<file path="config.mk">
export PLATFORM = sky130hd
export DESIGN_NAME = uart_tx_framer_flat
export DESIGN_NICKNAME = d
export VERILOG_FILES = /design/src/rtl/uart_tx_framer_if.sv /design/src/rtl/uart_tx_framer.sv /design/src/flat_wrapper.sv
export SDC_FILE = /design/constraint.sdc
export NUM_CORES = 1
export LEC_CHECK = 0
export ABC_AREA = 1
export CAP_MARGIN = 20
export CORE_UTILIZATION = 40
export CTS_CLUSTER_DIAMETER = 150
export DETAILED_ROUTE_END_ITERATION = 8
export GPL_TIMING_DRIVEN = 0
export SLEW_MARGIN = 20
export SYNTH_ARGS = -nofsm -noshare
export SYNTH_HDL_FRONTEND = slang
export SYNTH_SLANG_ARGS = --single-unit
export TNS_END_PERCENT = 100
</file>
<file path="constraint.sdc">
create_clock -name clk_100MHz -period 4.5 [get_ports clk_100MHz]
set_clock_uncertainty 0.05 [all_clocks]
set_input_delay 0.675 -clock clk_100MHz [delete_from_list [all_inputs] [get_ports clk_100MHz]]
set_output_delay 0.675 -clock clk_100MHz [all_outputs]
set_load 0.005 [all_outputs]
</file>
<file path="src/rtl/uart_tx_framer_if.sv">
// Handshake bundle between a byte source and the 8N1 UART transmit framer.
interface uart_tx_framer_if #(
    parameter int DBIT = 8
) ();
    logic            tx_start;
    logic [DBIT-1:0] tx_din;
    logic            tx;
    logic            tx_busy;
    logic            tx_done_tick;

    modport master (
        output tx_start, tx_din,
        input  tx, tx_busy, tx_done_tick
    );

    modport slave (
        input  tx_start, tx_din,
        output tx, tx_busy, tx_done_tick
    );
endinterface

</file>
<file path="src/rtl/uart_tx_framer.sv">
// 8N1 UART transmitter with its own 16x-oversample baud tick generator.
// One frame per accepted tx_start: start bit, DBIT data bits LSB first, stop.
module uart_tx_framer #(
    parameter int DBIT     = 8,
    parameter int SB_TICK  = 16,
    parameter int BAUD_DIV = 651,
    parameter int DIV_W    = 10
) (
    input  logic             clk_100MHz,
    input  logic             reset_n,
    uart_tx_framer_if.slave  bus
);

    typedef enum logic [1:0] {IDLE, START, DATA, STOP} state_t;

    state_t          state;
    logic [DIV_W-1:0] div_cnt;
    logic [4:0]      s_cnt;
    logic [3:0]      n_cnt;
    logic [DBIT-1:0] shift_reg;
    logic [DBIT-1:0] shift_next;
    logic            tx_reg;
    logic            busy_reg;
    logic            s_tick;
    logic            accept;
    logic            bit_end;
    logic            stop_end;

    assign s_tick     = (div_cnt == DIV_W'(BAUD_DIV - 1));
    assign accept     = (state == IDLE) && bus.tx_start;
    assign bit_end    = s_tick && (s_cnt == 5'd15);
    assign stop_end   = s_tick && (s_cnt == 5'(SB_TICK - 1));
    assign shift_next = shift_reg >> 1;

    // Restarting the divider on acceptance pins the frame timing to tx_start.
    always_ff @(posedge clk_100MHz or negedge reset_n) begin
        if (!reset_n) begin
            div_cnt <= '0;
        end else if (accept || s_tick) begin
            div_cnt <= '0;
        end else begin
            div_cnt <= div_cnt + DIV_W'(1);
        end
    end

    always_ff @(posedge clk_100MHz or negedge reset_n) begin
        if (!reset_n) begin
            state     <= IDLE;
            s_cnt     <= '0;
            n_cnt     <= '0;
            shift_reg <= '0;
            tx_reg    <= 1'b1;
            busy_reg  <= 1'b0;
        end else begin
            unique case (state)
                IDLE: begin
                    tx_reg   <= 1'b1;
                    busy_reg <= 1'b0;
                    if (bus.tx_start) begin
                        shift_reg <= bus.tx_din;
                        s_cnt     <= '0;
                        tx_reg    <= 1'b0;
                        busy_reg  <= 1'b1;
                        state     <= START;
                    end
                end
                START: begin
                    if (bit_end) begin
                        s_cnt  <= '0;
                        n_cnt  <= '0;
                        tx_reg <= shift_reg[0];
                        state  <= DATA;
                    end else if (s_tick) begin
                        s_cnt <= s_cnt + 5'd1;
                    end
                end
                DATA: begin
                    if (bit_end) begin
                        s_cnt     <= '0;
                        shift_reg <= shift_next;
                        n_cnt     <= n_cnt + 4'd1;
                        // tx is registered, so load the next bit (or stop level) now.
                        if (n_cnt == 4'(DBIT - 1)) begin
                            tx_reg <= 1'b1;
                            state  <= STOP;
                        end else begin
                            tx_reg <= shift_next[0];
                        end
                    end else if (s_tick) begin
                        s_cnt <= s_cnt + 5'd1;
                    end
                end
                STOP: begin
                    if (stop_end) begin
                        busy_reg <= 1'b0;
                        state    <= IDLE;
                    end else if (s_tick) begin
                        s_cnt <= s_cnt + 5'd1;
                    end
                end
                default: state <= IDLE;
            endcase
        end
    end

    // Done is decoded in the last STOP cycle so a start in that cycle is still ignored.
    assign bus.tx_done_tick = (state == STOP) && stop_end;
    assign bus.tx           = tx_reg;
    assign bus.tx_busy      = busy_reg;

endmodule

</file>
<file path="src/flat_wrapper.sv">
// flat-port wrapper written by rule: the top's interface ports become plain ports
module uart_tx_framer_flat 
#(
    parameter int DBIT     = 8,
    parameter int SB_TICK  = 16,
    parameter int BAUD_DIV = 651,
    parameter int DIV_W    = 10
)
  (clk_100MHz, reset_n, bus_tx_start, bus_tx_din, bus_tx, bus_tx_busy, bus_tx_done_tick);
  uart_tx_framer_if #(.DBIT(DBIT)) bus_i ();
  input  logic clk_100MHz;
  input  logic reset_n;
  input wire logic [$bits(bus_i.tx_start)-1:0] bus_tx_start;
  input wire logic [$bits(bus_i.tx_din)-1:0] bus_tx_din;
  output wire logic [$bits(bus_i.tx)-1:0] bus_tx;
  output wire logic [$bits(bus_i.tx_busy)-1:0] bus_tx_busy;
  output wire logic [$bits(bus_i.tx_done_tick)-1:0] bus_tx_done_tick;
  assign bus_i.tx_start = bus_tx_start;
  assign bus_i.tx_din = bus_tx_din;
  assign bus_tx = bus_i.tx;
  assign bus_tx_busy = bus_i.tx_busy;
  assign bus_tx_done_tick = bus_i.tx_done_tick;
  uart_tx_framer #(.DBIT(DBIT), .SB_TICK(SB_TICK), .BAUD_DIV(BAUD_DIV), .DIV_W(DIV_W)) u_core (.clk_100MHz(clk_100MHz), .reset_n(reset_n), .bus(bus_i));
endmodule
</file>
---- After elaboration in Yosys (flattened, before gate mapping) ----
Cells that the tools add are included.
word-level totals
  bits in writable memories ............... 0
  bits in read-only memories .............. 0
  register bits after elaboration ......... 31
  memories ................................ 0
  input port bits ......................... 11
  bits in latches ......................... 0
cells by class
  magnitude comparators ................... 0
  multiply operators ...................... 0
  multiplexer cells ....................... 26
  shift operators ......................... 0
  reductions and logical operators ........ 16
  equal/unequal tests ..................... 12
  add/sub/neg operators ................... 3
  divide/modulo/power cells ............... 0
  bitwise logic cells ..................... 0
operators with widths
  kind                                                    count
  two-way mux 5 bit                                       4
  two-way mux 8 bit                                       2
  one-hot mux 8 bit (2 select lines)                      1
  one-hot mux 5 bit (3 select lines)                      1
  adder 10 x 1 -> 10 bit (second input constant)          1
  equality test 10 bit (second input constant)            1
  two-way mux 10 bit                                      1
  two-way mux 2 bit                                       5
  AND reduction 3 bit                                     3
  two-way mux 4 bit                                       2
  inequality test 2 x 1 -> 1 bit (second input constant)  4
  one-hot mux 2 bit (4 select lines)                      1
  one-hot mux 4 bit (2 select lines)                      1
  two-way mux 1 bit                                       6
  nonzero test 2 bit                                      3
  adder 5 x 1 -> 5 bit (second input constant)            1
  equality test 5 x 4 -> 1 bit (second input constant)    1
  AND reduction 5 bit                                     1
  adder 4 x 1 -> 4 bit (second input constant)            1
  equality test 2 bit (second input constant)             2
  equality test 4 x 3 -> 1 bit (second input constant)    1
  inequality test 2 bit (second input constant)           2
  AND reduction 2 bit                                     2
  logical AND 1 bit                                       3
  7 further kinds                                         7

---- Depth between registers and ports, before layout ----
  depth after elaboration ................. 4
  mapped depth ............................ 11
  gate-level depth less buffers ........... 11

---- Least setup slack after synthesis ----
No wires, ideal clock.
  path type ............................... register to output
  from .................................... reg u_core.s_cnt[0]
  to ...................................... out bus_tx_done_tick
  cell stages (with the launch flop) ...... 7
  path buffers ............................ 0
  arrival ................................. 1260 ps
  path slack .............................. 2515 ps
  path through ............................ dfrtp_1 -> ha_1 -> nand2_1 -> nor2_1 -> ha_1 -> nand4_1 -> inv_1
on the way
  longest elaborated chain between the ends .. 3
ends and longest elaborated chain
  item                          line                   RTL
  start: declaration            uart_tx_framer.sv:18   logic [4:0] s_cnt;
  start signal: assignment      uart_tx_framer.sv:74   s_cnt <= s_cnt + 5'd1;
  start signal: assignment      uart_tx_framer.sv:90   s_cnt <= s_cnt + 5'd1;
  start signal: assignment      uart_tx_framer.sv:98   s_cnt <= s_cnt + 5'd1;
  equality test 5 x 4 -> 1 bit  uart_tx_framer.sv:32   assign stop_end = s_tick && (s_cnt == 5'(SB_TICK - 1));
  logical AND 1 bit             uart_tx_framer.sv:32
  logical AND 1 bit             uart_tx_framer.sv:107  assign bus.tx_done_tick = (state == STOP) && stop_end;
  end: declaration              flat_wrapper.sv:17     output wire logic [$bits(bus_i.tx_done_tick)-1:0] bus_tx_done_tick;
No other way between the ends.

---- Worst setup path in the final report ----
Ends and elaborated chain as after synthesis.

==> results.toml <==
[cts]
clock_sinks = 31
cts_htree_levels = 2
tritoncts = "built"
postCtsResizedCells = 0
clk_path_buf_depth = 2
cts_setup_buffers = 0
clock-root-buffer = "sky130_fd_sc_hd__clkbuf_8"
clkSlewWorstSetupHoldPaths_ps = 70
cts_buffers = 5
postCtsHoldBufs = 0
clock_insertion_delay_at_the_later_pin_of_the_skew_report_ps = 280

[placement]
hpwlAfterDp_mm = 2.63
finalWeightedCongestion = 0.787
dp_worst_setup_slack_ps = 1790
buffers_on_ports = 13

[critical_path]
worst_path_most_repeated_cell = "sky130_fd_sc_hd__ha_1"
path_cells = "ha_1, nand2_1, nor2_1, ha_1, nand4_1, inv_1, clkdlybuf4s50_1"
worstSetupEndpointType = "output port"
crit_type = "flop to output port"
required_time_of_the_worst_setup_path_ps = 3770
critical_path.max_fanout = 6
worst-endpoint-arrival_ps = 2280
critical_path.slowest_cell = "sky130_fd_sc_hd__clkdlybuf4s50_1"
start_kind = "flop"
cpPeakStageDelay_ps = 500

[synth]
synth_flop_cell = "sky130_fd_sc_hd__dfrtp_1"
postSynth.asyncResetShare = 1.00
dominant_cell_type_by_area_after_synthesis = "sky130_fd_sc_hd__dfrtp_1"
sequential_fraction_of_the_synthesis_area = 0.411
synth_compound_gate_area_share = 0.104
synth_cell_type_count = 33
post_synth_xor_area_fraction = 0.00926
synth_edf_count = 0
combinational_family_with_the_most_area_after_synthesis = "simple AND/OR/NAND/NOR gates"
syn-cell-area_mm2 = 0.00189
yosysWarnings = 0
yosys.area_share.adder = 0.0728
ys_seq_elements = 31
post_synthesis_cells = 227
yosys-mux-area-fraction = 0.0317
postSynthAreaPerCell_um2 = 8.33
synth.top_cells.by_area = "sky130_fd_sc_hd__dfrtp_1 40%, sky130_fd_sc_hd__nand2_1 9.3%, sky130_fd_sc_hd__ha_1 7.3%, sky130_fd_sc_hd__inv_1 6.2%, sky130_fd_sc_hd__nor2_1 5.0%"
synth_simple_gate_area_frac = 0.299
synth.net_count = 249
synth_largest_type_area_fraction = 0.397

[sta]
worstMarginPinSlew_ps = 472
post_route_setup_tns_ps = 0
timing.final.ws_setup_ps = 1500
post-route-period-util = 0.668
whs_ps = 277
timing_max_transition_violations_final = 0
timing.final.hold_violations = 0
max-slew-margin-rel = 0.682
minimum_clock_period_after_layout_ps = 3000
number_of_setup_violations_in_the_final_report = 0
clock.fmax_mhz = 333
rsz_0062_raised_after_global_routing = "false"

[grt]
number_of_antenna_violations_at_the_first_check_in_global_routing = 0
grt_pass1_wl_mm = 6.30
via_count_of_the_first_global_routing_pass = 1404
track_usage = 0.160
globalRoute.totalOverflow = 0
grt_max_degree = 32

[layout]
final_util = 0.493
layout_commonest_cell = "sky130_fd_sc_hd__nand2_1"
layout-area-overhead-vs-synth_pct = 15.7
layout_common_cells = "47 x sky130_fd_sc_hd__nand2_1, 31 x sky130_fd_sc_hd__inv_1, 30 x sky130_fd_sc_hd__dfrtp_1"
antennaDiodeCount = 0
fin_nets = 270
max_ffs_per_register = 10
fill_cells = 442
drive_above_1_share = 0.149

[routing]
drcViolationCount = 4
route.vias.total = 1497
drc_violation_total_after_the_first_tritonroute_iteration = 58
detail_route.wirelength_mm = 3.49
first_pass_iters = 8
post_drt_via_cell_ratio = 4.99
detail-route-antenna-nets = 0
wire_per_inst_um = 11.6

[floorplan]
core_mm2 = 0.00444
floorplan.die.width_um = 70.8
num_io_pins = 14
dieHeight_um = 70.8
design.die.area_mm2 = 0.00501
num_rows = 24
starting_utilization_of_the_core_area = 0.426

[min_path]
timing.hold.worst.class = "input port to async pin"

[run_status]
failed_checks = "DRC"
outcome = "finished with violations"

[flow_run]
max_cap_violations = 0

[pwr]
vdd_drop_max_uv = 310
cellPowerDensity_mw_per_mm2 = 525
post-layout-total-power_mw = 1.15
total_leakage_power_nw = 1.01
critical path: cells and delay by family (launching register included):
| kind | cells | cell delay (ps) |
|---|---|---|
| flip-flops | 1 | 440 |
| buffers and inverters | 2 | 610 |
| AND/OR/NAND/NOR | 3 | 460 |
| adder cells (fa/ha/maj) | 2 | 500 |
final timing paths:
check,depth (start not counted),end,slack [ps],startpoint
worst min-delay path,2,u_core.s_cnt[1],280,reset_n
worst max-delay path,7,bus_tx_done_tick,1500,u_core.s_cnt[0]
max in group asynchronous,2,u_core.bus.tx,3890,reset_n
worst max register to register,10,u_core.shift_reg[6],2550,u_core.s_cnt[0]
min in group clk_100MHz,2,u_core.bus.tx,430,u_core.bus.tx
worst min register to register,2,u_core.bus.tx,430,u_core.bus.tx
logic make-up (layout without fill, tap and decap cells):
family | Yosys count | in the layout
AOI/OAI and AO/OA | 28 | 28
and+or+nand+nor | 115 | 115
buffers and inverters | 34 | 55
muxes | 6 | 6
DFF | 31 | 31
xor gates and xnor gates | 2 | 2
adders and majority gates | 11 | 11
Yosys cell counts (3+ instances only):
cell,n
sky130_fd_sc_hd__a21oi_1,5
sky130_fd_sc_hd__dfrtp_1,30
sky130_fd_sc_hd__ha_1,11
sky130_fd_sc_hd__inv_1,31
sky130_fd_sc_hd__mux2i_1,6
sky130_fd_sc_hd__nand2_1,47
sky130_fd_sc_hd__nand2_2,4
sky130_fd_sc_hd__nand3_1,8
sky130_fd_sc_hd__nand4_1,10
sky130_fd_sc_hd__nor2_1,25
sky130_fd_sc_hd__nor2_2,4
sky130_fd_sc_hd__nor2_4,3
sky130_fd_sc_hd__nor3_1,6
sky130_fd_sc_hd__o21ai_0,6
sky130_fd_sc_hd__o21ai_2,8
metal layers:
| metal | GRT usage | part of all wire | vias up |
|---|---|---|---|
| met5 | 0 | 0 | - |
| met4 | 0.0600 | 0.0089 | 0 |
| met3 | 0.0342 | 0.034 | 3 |
| met2 | 0.246 | 0.45 | 21 |
| met1 | 0.221 | 0.51 | 686 |
| li1 | - | - | 787 |
report_power, final:
part,switching (mW),total (mW),leakage (nW),internal (mW)
Clock,0.0993,0.219,0.0470,0.120
Combinational,0.314,0.515,0.556,0.201
Sequential,0.0575,0.415,0.407,0.357
Total,0.471,1.15,1.01,0.678
cell type report:
class	count	area (um2)	share of cell area
flip-flops and latches	31	777	0.355
repair buffers	14	145	0.0663
inverters	32	120	0.0549
well taps	52	65.1	0.0297
plain buffers	2	16.3	0.00743
multi-input cells	162	978	0.447
clock inverters	1	5.00	0.00229
clock buffers	6	82.6	0.0377
metrics by stage:
step | instance area [um2] | instances
floorplan | 1890 | 227
global placement | 2090 | 292
detailed placement | 2100 | 293
CTS | 2190 | 300
global route | 2190 | 300
finish | 2190 | 300
No activity file was read; power rests on OpenSTA's default activity.
